<file path="config.mk">
export PLATFORM = sky130hd
export DESIGN_NAME = regfile_mp_flat
export DESIGN_NICKNAME = d
export VERILOG_FILES = /design/src/rtl/regfile_mp_if.sv /design/src/rtl/regfile_mp.sv /design/src/flat_wrapper.sv
export SDC_FILE = /design/constraint.sdc
export NUM_CORES = 2
export LEC_CHECK = 0
export CAP_MARGIN = 30
export CORE_MARGIN = 3
export CORE_UTILIZATION = 34
export DETAILED_ROUTE_END_ITERATION = 8
export GPL_ROUTABILITY_DRIVEN = 0
export PLACE_DENSITY_LB_ADDON = 0.2
export SLEW_MARGIN = 20
export SYNTH_ARGS = -nofsm -noshare
export SYNTH_HDL_FRONTEND = slang
export SYNTH_SLANG_ARGS = --single-unit
</file>
<file path="constraint.sdc">
create_clock -name clock -period 65.8 [get_ports clock]
set_input_delay 13.16 -clock clock [delete_from_list [all_inputs] [get_ports clock]]
set_output_delay 13.16 -clock clock [all_outputs]
set_load 0.02 [all_outputs]
</file>
<file path="src/rtl/regfile_mp_if.sv">
// Register file access bundle: read ports, two write ports, scoreboard issue/clear controls.
// The core side drives through master; the register file listens through slave.
interface regfile_mp_if #(
    parameter int XLEN = 32,
    parameter int NREG = 32,
    parameter int NRD  = 2
);
    localparam int AW = $clog2(NREG);

    logic [NRD*AW-1:0]   rd_addr;
    logic [NRD*XLEN-1:0] rd_data;
    logic [NRD-1:0]      rd_pending;
    logic                we0;
    logic [AW-1:0]       wa0;
    logic [XLEN-1:0]     wd0;
    logic                we1;
    logic [AW-1:0]       wa1;
    logic [XLEN-1:0]     wd1;
    logic                iss_valid;
    logic [AW-1:0]       iss_rd;
    logic                wb_clr0;
    logic                wb_clr1;

    modport master (
        output rd_addr, we0, wa0, wd0, we1, wa1, wd1,
               iss_valid, iss_rd, wb_clr0, wb_clr1,
        input  rd_data, rd_pending
    );

    modport slave (
        input  rd_addr, we0, wa0, wd0, we1, wa1, wd1,
               iss_valid, iss_rd, wb_clr0, wb_clr1,
        output rd_data, rd_pending
    );
endinterface

</file>
<file path="src/rtl/regfile_mp.sv">
// Multi-port register file with pending scoreboard; reads are combinational (0 cycles), writes land at the edge.
// No backpressure: every write, issue and clear is accepted in the cycle it is presented.
module regfile_mp #(
    parameter int XLEN     = 32,
    parameter int NREG     = 32,
    parameter int NRD      = 2,
    parameter int ZERO_REG = 1,
    parameter int BYPASS   = 1
) (
    input  logic         clock,
    input  logic         reset,
    regfile_mp_if.slave  rf
);
    localparam int AW = $clog2(NREG);

    logic [NREG-1:0][XLEN-1:0] rf_q, rf_d;
    logic [NREG-1:0]           pending_q, pending_d;

    function automatic logic is_x0(input logic [AW-1:0] a);
        return (ZERO_REG != 0) && (a == '0);
    endfunction

    // Port 1 is applied after port 0 so it wins an address collision;
    // a set is applied after the clears so a new producer wins.
    always_comb begin
        rf_d      = rf_q;
        pending_d = pending_q;
        if (rf.we0 && !is_x0(rf.wa0)) rf_d[rf.wa0] = rf.wd0;
        if (rf.we1 && !is_x0(rf.wa1)) rf_d[rf.wa1] = rf.wd1;
        if (rf.wb_clr0) pending_d[rf.wa0] = 1'b0;
        if (rf.wb_clr1) pending_d[rf.wa1] = 1'b0;
        if (rf.iss_valid && !is_x0(rf.iss_rd)) pending_d[rf.iss_rd] = 1'b1;
    end

    always_ff @(posedge clock or posedge reset) begin
        if (reset) begin
            rf_q      <= '0;
            pending_q <= '0;
        end else begin
            rf_q      <= rf_d;
            pending_q <= pending_d;
        end
    end

    for (genvar i = 0; i < NRD; i++) begin : g_rd
        logic [AW-1:0]   addr;
        logic [XLEN-1:0] data;
        logic            pend;

        assign addr = rf.rd_addr[i*AW +: AW];

        always_comb begin
            data = rf_q[addr];
            pend = pending_q[addr];
            if (BYPASS != 0) begin
                if (rf.we1 && rf.wa1 == addr)      data = rf.wd1;
                else if (rf.we0 && rf.wa0 == addr) data = rf.wd0;
                if ((rf.wb_clr0 && rf.wa0 == addr) || (rf.wb_clr1 && rf.wa1 == addr))
                    pend = 1'b0;
            end
            // Bypass must not leak through x0 or while state is held in reset.
            if (is_x0(addr) || reset) begin
                data = '0;
                pend = 1'b0;
            end
        end

        assign rf.rd_data[i*XLEN +: XLEN] = data;
        assign rf.rd_pending[i]           = pend;
    end
endmodule

</file>
<file path="src/flat_wrapper.sv">
// flat-port wrapper written by rule: the top's interface ports become plain ports
module regfile_mp_flat 
#(
    parameter int XLEN     = 32,
    parameter int NREG     = 32,
    parameter int NRD      = 2,
    parameter int ZERO_REG = 1,
    parameter int BYPASS   = 1
)
  (clock, reset, rf_rd_addr, rf_we0, rf_wa0, rf_wd0, rf_we1, rf_wa1, rf_wd1, rf_iss_valid, rf_iss_rd, rf_wb_clr0, rf_wb_clr1, rf_rd_data, rf_rd_pending);
  regfile_mp_if #(.XLEN(XLEN), .NREG(NREG), .NRD(NRD)) rf_i ();
  input  logic clock;
  input  logic reset;
  input wire logic [$bits(rf_i.rd_addr)-1:0] rf_rd_addr;
  input wire logic [$bits(rf_i.we0)-1:0] rf_we0;
  input wire logic [$bits(rf_i.wa0)-1:0] rf_wa0;
  input wire logic [$bits(rf_i.wd0)-1:0] rf_wd0;
  input wire logic [$bits(rf_i.we1)-1:0] rf_we1;
  input wire logic [$bits(rf_i.wa1)-1:0] rf_wa1;
  input wire logic [$bits(rf_i.wd1)-1:0] rf_wd1;
  input wire logic [$bits(rf_i.iss_valid)-1:0] rf_iss_valid;
  input wire logic [$bits(rf_i.iss_rd)-1:0] rf_iss_rd;
  input wire logic [$bits(rf_i.wb_clr0)-1:0] rf_wb_clr0;
  input wire logic [$bits(rf_i.wb_clr1)-1:0] rf_wb_clr1;
  output wire logic [$bits(rf_i.rd_data)-1:0] rf_rd_data;
  output wire logic [$bits(rf_i.rd_pending)-1:0] rf_rd_pending;
  assign rf_i.rd_addr = rf_rd_addr;
  assign rf_i.we0 = rf_we0;
  assign rf_i.wa0 = rf_wa0;
  assign rf_i.wd0 = rf_wd0;
  assign rf_i.we1 = rf_we1;
  assign rf_i.wa1 = rf_wa1;
  assign rf_i.wd1 = rf_wd1;
  assign rf_i.iss_valid = rf_iss_valid;
  assign rf_i.iss_rd = rf_iss_rd;
  assign rf_i.wb_clr0 = rf_wb_clr0;
  assign rf_i.wb_clr1 = rf_wb_clr1;
  assign rf_rd_data = rf_i.rd_data;
  assign rf_rd_pending = rf_i.rd_pending;
  regfile_mp #(.XLEN(XLEN), .NREG(NREG), .NRD(NRD), .ZERO_REG(ZERO_REG), .BYPASS(BYPASS)) u_core (.clock(clock), .reset(reset), .rf(rf_i));
endmodule
</file>
Yosys cells after proc, flatten, opt, wreduce, memory -nomap -nowiden:

Cells that the tools add are included.

* flip-flop bits (word level): 1056
* input port bits: 96
* output and inout port bits: 66
* logic and storage cells: 111

* magnitude comparators: 8
* equality and inequality tests: 4
* muxes and demuxes: 35
* bitwise gates (word level): 5
* reduce and logical (&&, ||, !) cells: 26

Operators by type and width (number)
* 1024-bit bitwise mux: 2
* 1024-bit two-way mux: 2
* 32-bit two-way mux: 13
* 32-bit binary-select mux with 5-bit select: 2
* 32-bit demux with 5-bit select: 2
* 32-bit AND: 2
* 32-bit NOT: 2
* 32-bit OR: 1
* 5-bit by 6-bit < comparator with 1-bit output, second input constant: 5
* 5-bit zero test: 5
* 5-bit == test: 4
* 1-bit demux with 5-bit select: 3
* 5-bit by 1-bit greater-or-equal comparator with 1-bit output, second input constant: 3
* 1-bit logical AND: 14
* 1-bit binary-select mux with 5-bit select: 2
* 1-bit two-way mux: 9
* 1-bit logical OR: 4
* 1-bit zero test: 3

Longest topological paths before layout:

* depth in word-level cells: 11
* gate-level depth with buffers: 10
* depth with buffers taken out: 6

Least setup slack after synthesis:

OpenSTA, ideal clock, no wires.

* path kind: input to output
* from: input reset
* to: output rf_rd_data[30]
* arrival time: 36.444 ns
* data required time: 52.640 ns
* path slack: 16.196 ns
* stages: 3
* path buffers: 0
* path through: inv_1 -> nand4_1 -> nand3_1

* word-level cells in the longest chain between the ends: 2

Ends and longest elaborated chain
* start: declaration: line flat_wrapper.sv:13 `input logic reset;`
* 1-bit logical OR: line regfile_mp.sv:62 `if (is_x0(addr) || reset) begin`
* 32-bit two-way mux: line regfile_mp.sv:62
* end: declaration: line flat_wrapper.sv:25 `output wire logic [$bits(rf_i.rd_data)-1:0] rf_rd_data;`

Every way passes these cells.

Worst setup path in the final report:

* from: input rf_rd_addr[2]
* to: output rf_rd_data[17]

* word-level cells in the longest chain between the ends: 5
* elaborated cells on any way between the ends: 11
* classes of those cells: eq/ne: 2; mux: 5; reduce/logical: 4

Ends and longest elaborated chain
* start: declaration: line flat_wrapper.sv:14 `input wire logic [$bits(rf_i.rd_addr)-1:0] rf_rd_addr;`
* 32-bit binary-select mux with 5-bit select / 5-bit == test (equally long branches): line regfile_mp.sv:53, regfile_mp.sv:57
* 32-bit two-way mux (implied by the code) / 1-bit logical AND (equally long branches): line regfile_mp.sv:53, regfile_mp.sv:57
* 32-bit two-way mux: line regfile_mp.sv:57 `else if (rf.we0 && rf.wa0 == addr) data = rf.wd0;`
* 32-bit two-way mux: line regfile_mp.sv:56 `if (rf.we1 && rf.wa1 == addr) data = rf.wd1;`
* 32-bit two-way mux (*): line regfile_mp.sv:62

Every way passes the cells marked *; elsewhere a longest branch is shown, timed or not. The select of a mux whose other input is x is not followed.

==> results_dict.tcl <==
set metrics [dict create \
    final_area_sq_um 75100 \
    cpMaxStageDelayCell "buf_4" \
    startpoint_type "input port" \
    core_area_sq_um 196000 \
    cp_slowest_stage_delay_ps 920 \
    ir_drop_uv 24.4 \
    grt_usage_pct 27.9 \
    clk_pin_slew_worst_paths_ps 60 \
    grt_pass1_vias 52800 \
    firstDrtPassIters 8 \
    power.switching_w 0.000728 \
    antenna_found_initial 20 \
    fmax_mhz 32.2 \
    cts_max_level 3 \
    setup_tns_ps 0 \
    insertion_delay_ps 790 \
    num_rows 162 \
    vias 55000 \
    finalCriticalPeriod_ps 31100 \
    netlist_instances 6657 \
    min_path_type "reg2reg" \
    synthDistinctLibCells 55 \
    die_y_microns 451 \
    p_seq_share_pct 42.7 \
    clockBufferDepth 3 \
    cts_tree "done" \
    syn2layout_area_growth_pct 11.7 \
    ys_seq_elements 1056 \
    wl_per_cell_microns 32.3 \
    layout-drive-gt1-share_pct 13.2 \
    cp_max_fo 55 \
    io_buffers 161 \
    first_iter_violations 7346 \
    hold_end "u_core.rf_q[20]" \
    pin_count 162 \
    viasPerCell 6.09 \
    critPathBufInv 5 \
    nets 6402 \
    drt-met1-wl_mm 123 \
    critPathCaptureType "output pin" \
    fill_cells 19200 \
    met3WireLength_mm 27.0 \
    worstPathRequired_ps 52640 \
    syn-num-nets 6753 \
    grt_pass1_wl_mm 415 \
    regToRegSetupSlack_ps 64950 \
    wl_mm 292 \
    crit_arrival_ps 17940 \
    dp_hpwl_mm 170 \
    synth_commonest_cells "mux2i_1, dfrtp_1, nor2_1" \
    ys_async_sr_fraction_pct 100 \
    p_int_w 0.00153 \
    drv_slew 0 \
    hold_path_depth 0 \
    synthTopCellsByArea "dfrtp_1, mux2i_1, mux4_2" \
    worstMarginPinSlew_ps 1080 \
    critPathKind "in2out" \
    dr_wl_met2_mm 130 \
    synth_edf_count 0 \
    swShare_pct 32.2 \
    die_area_sq_um 203000 \
    synth_flop_cell "dfrtp_1" \
    period_share_pct 47.3 \
    rsz0062_at_grt "no" \
    cp-startpoint "rf_rd_addr[2]" \
    ff2ff_path_depth 3 \
    drc 0 \
    fin_worst_skew_ps 0 \
    leakage_nw 34.0 \
    start_util_pct 34.4 \
    cts_resized 0 \
    ant_nets 0 \
    crit_top_cell "buf_4" \
    powerDensity_nw_per_um2 30.0 \
    crit_chain "buf_8, buf_4, buf_4, buf_4, mux4_2, mux2i_1, o22a_1, a31oi_1, clkdlybuf4s50_1" \
    postCtsSetupBuffers 0 \
    chipWidth_microns 451 \
    yosysMostFrequentCell "mux2i_1" \
    grt_max_degree 149 \
    critical-path-top-delay-family "buffers and inverters" \
    hold_start "u_core.rf_q[20]" \
    synth_top_area_share_pct 39.3 \
    seq_area_frac_synth_pct 39.3 \
    place_area_sq_um 70900 \
    status "completed" \
    netlist_area_sq_um 67300 \
    grt-ovfl-total 0 \
    ys_warn_count 0 \
    power_w 0.00226 \
    slew_headroom_pct 28.2 \
    holdBufCountCts 0 \
    syn_avg_cell_area_sq_um 10.1 \
    top_layer_used "met5" \
    final-setup-viol-count 0 \
    cts.sinks 1056 \
    reg2reg_from "u_core.pending_q[31]" \
    maxCapViolations 0 \
    timing.rr.end "u_core.pending_q[31]" \
    cts_inserted_buffers 120 \
    cts_root_buf "clkbuf_16" \
    comb_power_share_pct 25.1 \
    yosysTopAreaCell "dfrtp_1" \
    final_hold_viol_count 0 \
    power_frac_clock_pct 32.2 \
]
[power by group through the flow]
| stage | clock (W) | sequential [W] | combinational (W) |
|---|---|---|---|
| global placement | 0 | 0.000962 | 0.000548 |
| detailed placement | 0 | 0.000968 | 0.000561 |
| global route | 0.000760 | 0.000984 | 0.000615 |
| CTS | 0.000734 | 0.000957 | 0.000561 |
| finish | 0.000726 | 0.000965 | 0.000567 |
| floorplan | 0 | 0.000921 | 0.000432 |
[sequential cells by signal, indices dropped and copies added (netlist names)]
name and cells:
u_core.pending_q 32, u_core.rf_q 1024
[cells in the final DEF (no fill, tap or decap), drive strengths merged, types with 32 or more instances in the layout]
cell           instances
a31oi                 32
nor3                  43
mux2i               1461
clkbuf               195
clkdlybuf4s50        153
o21ai                398
nand2                428
a22oi                157
buf                  219
nor2b                 41
nand3                 42
a21oi                730
nor2                 750
o22ai                 62
dfrtp               1056
mux4                 337
[worst max path at each step]
stage | end | cells past startpoint
final | rf_rd_data[17] | 9
after floorplan | rf_rd_data[30] | 3
after CTS | rf_rd_data[57] | 10
after global routing | rf_rd_data[21] | 9
after global placement | rf_rd_data[57] | 10
after detailed placement | rf_rd_data[57] | 10
[cell families (layout without fill, tap and decap cells)]
group,count (synthesis),count (layout),share of synthesized area [%]
muxes,1798,1798,33.0
AOI/OAI and AO/OA,1529,1529,13.0
and+or+nand+nor,1404,1404,8.75
DFF,1056,1056,39.3
buffers and inverters,850,604,5.72
xor gates and xnor gates,20,20,0.260
other,0,6,0
[per-stage QoR]
step / std cells / setup WS (ps) / hold WS [ps] / utilization, %
after global placement: 8768 / 34600 / 383 / 35.8
after global routing: 9039 / 34660 / 413 / 38.4
after floorplan: 6657 / 16200 / 445 / -
final: 9041 / 34700 / 401 / 38.4
after CTS: 9027 / 34630 / 400 / 38.3
after detailed placement: 8800 / 34640 / 386 / 36.2
[worst reg2reg max path, cell delays in order, from the launching register on]
cell and delay [ps]:
dfrtp_1 390, o21ai_0 80, a21oi_1 60, o21bai_1 190
[cell type report]
class	instances	area, sq um	share of cell area [%]
inverter	4	22.5	0.0300
sequential	1056	26400	35.2
multi-input combinational	4751	37500	49.9
antenna	6	15.0	0.0200
clock inverter	33	445	0.593
clock buffer	194	3690	4.92
tap	2624	3280	4.37
timing repair buffer	373	3780	5.03
[layer usage]
layer  vias up  global-route usage (%)
li1      23500                       -
met1     27800                    38.7
met2      3094                    42.5
met3       617                    6.01
met4         2                    10.9
met5         -                       0
No activity file was read; power rests on OpenSTA's default activity.
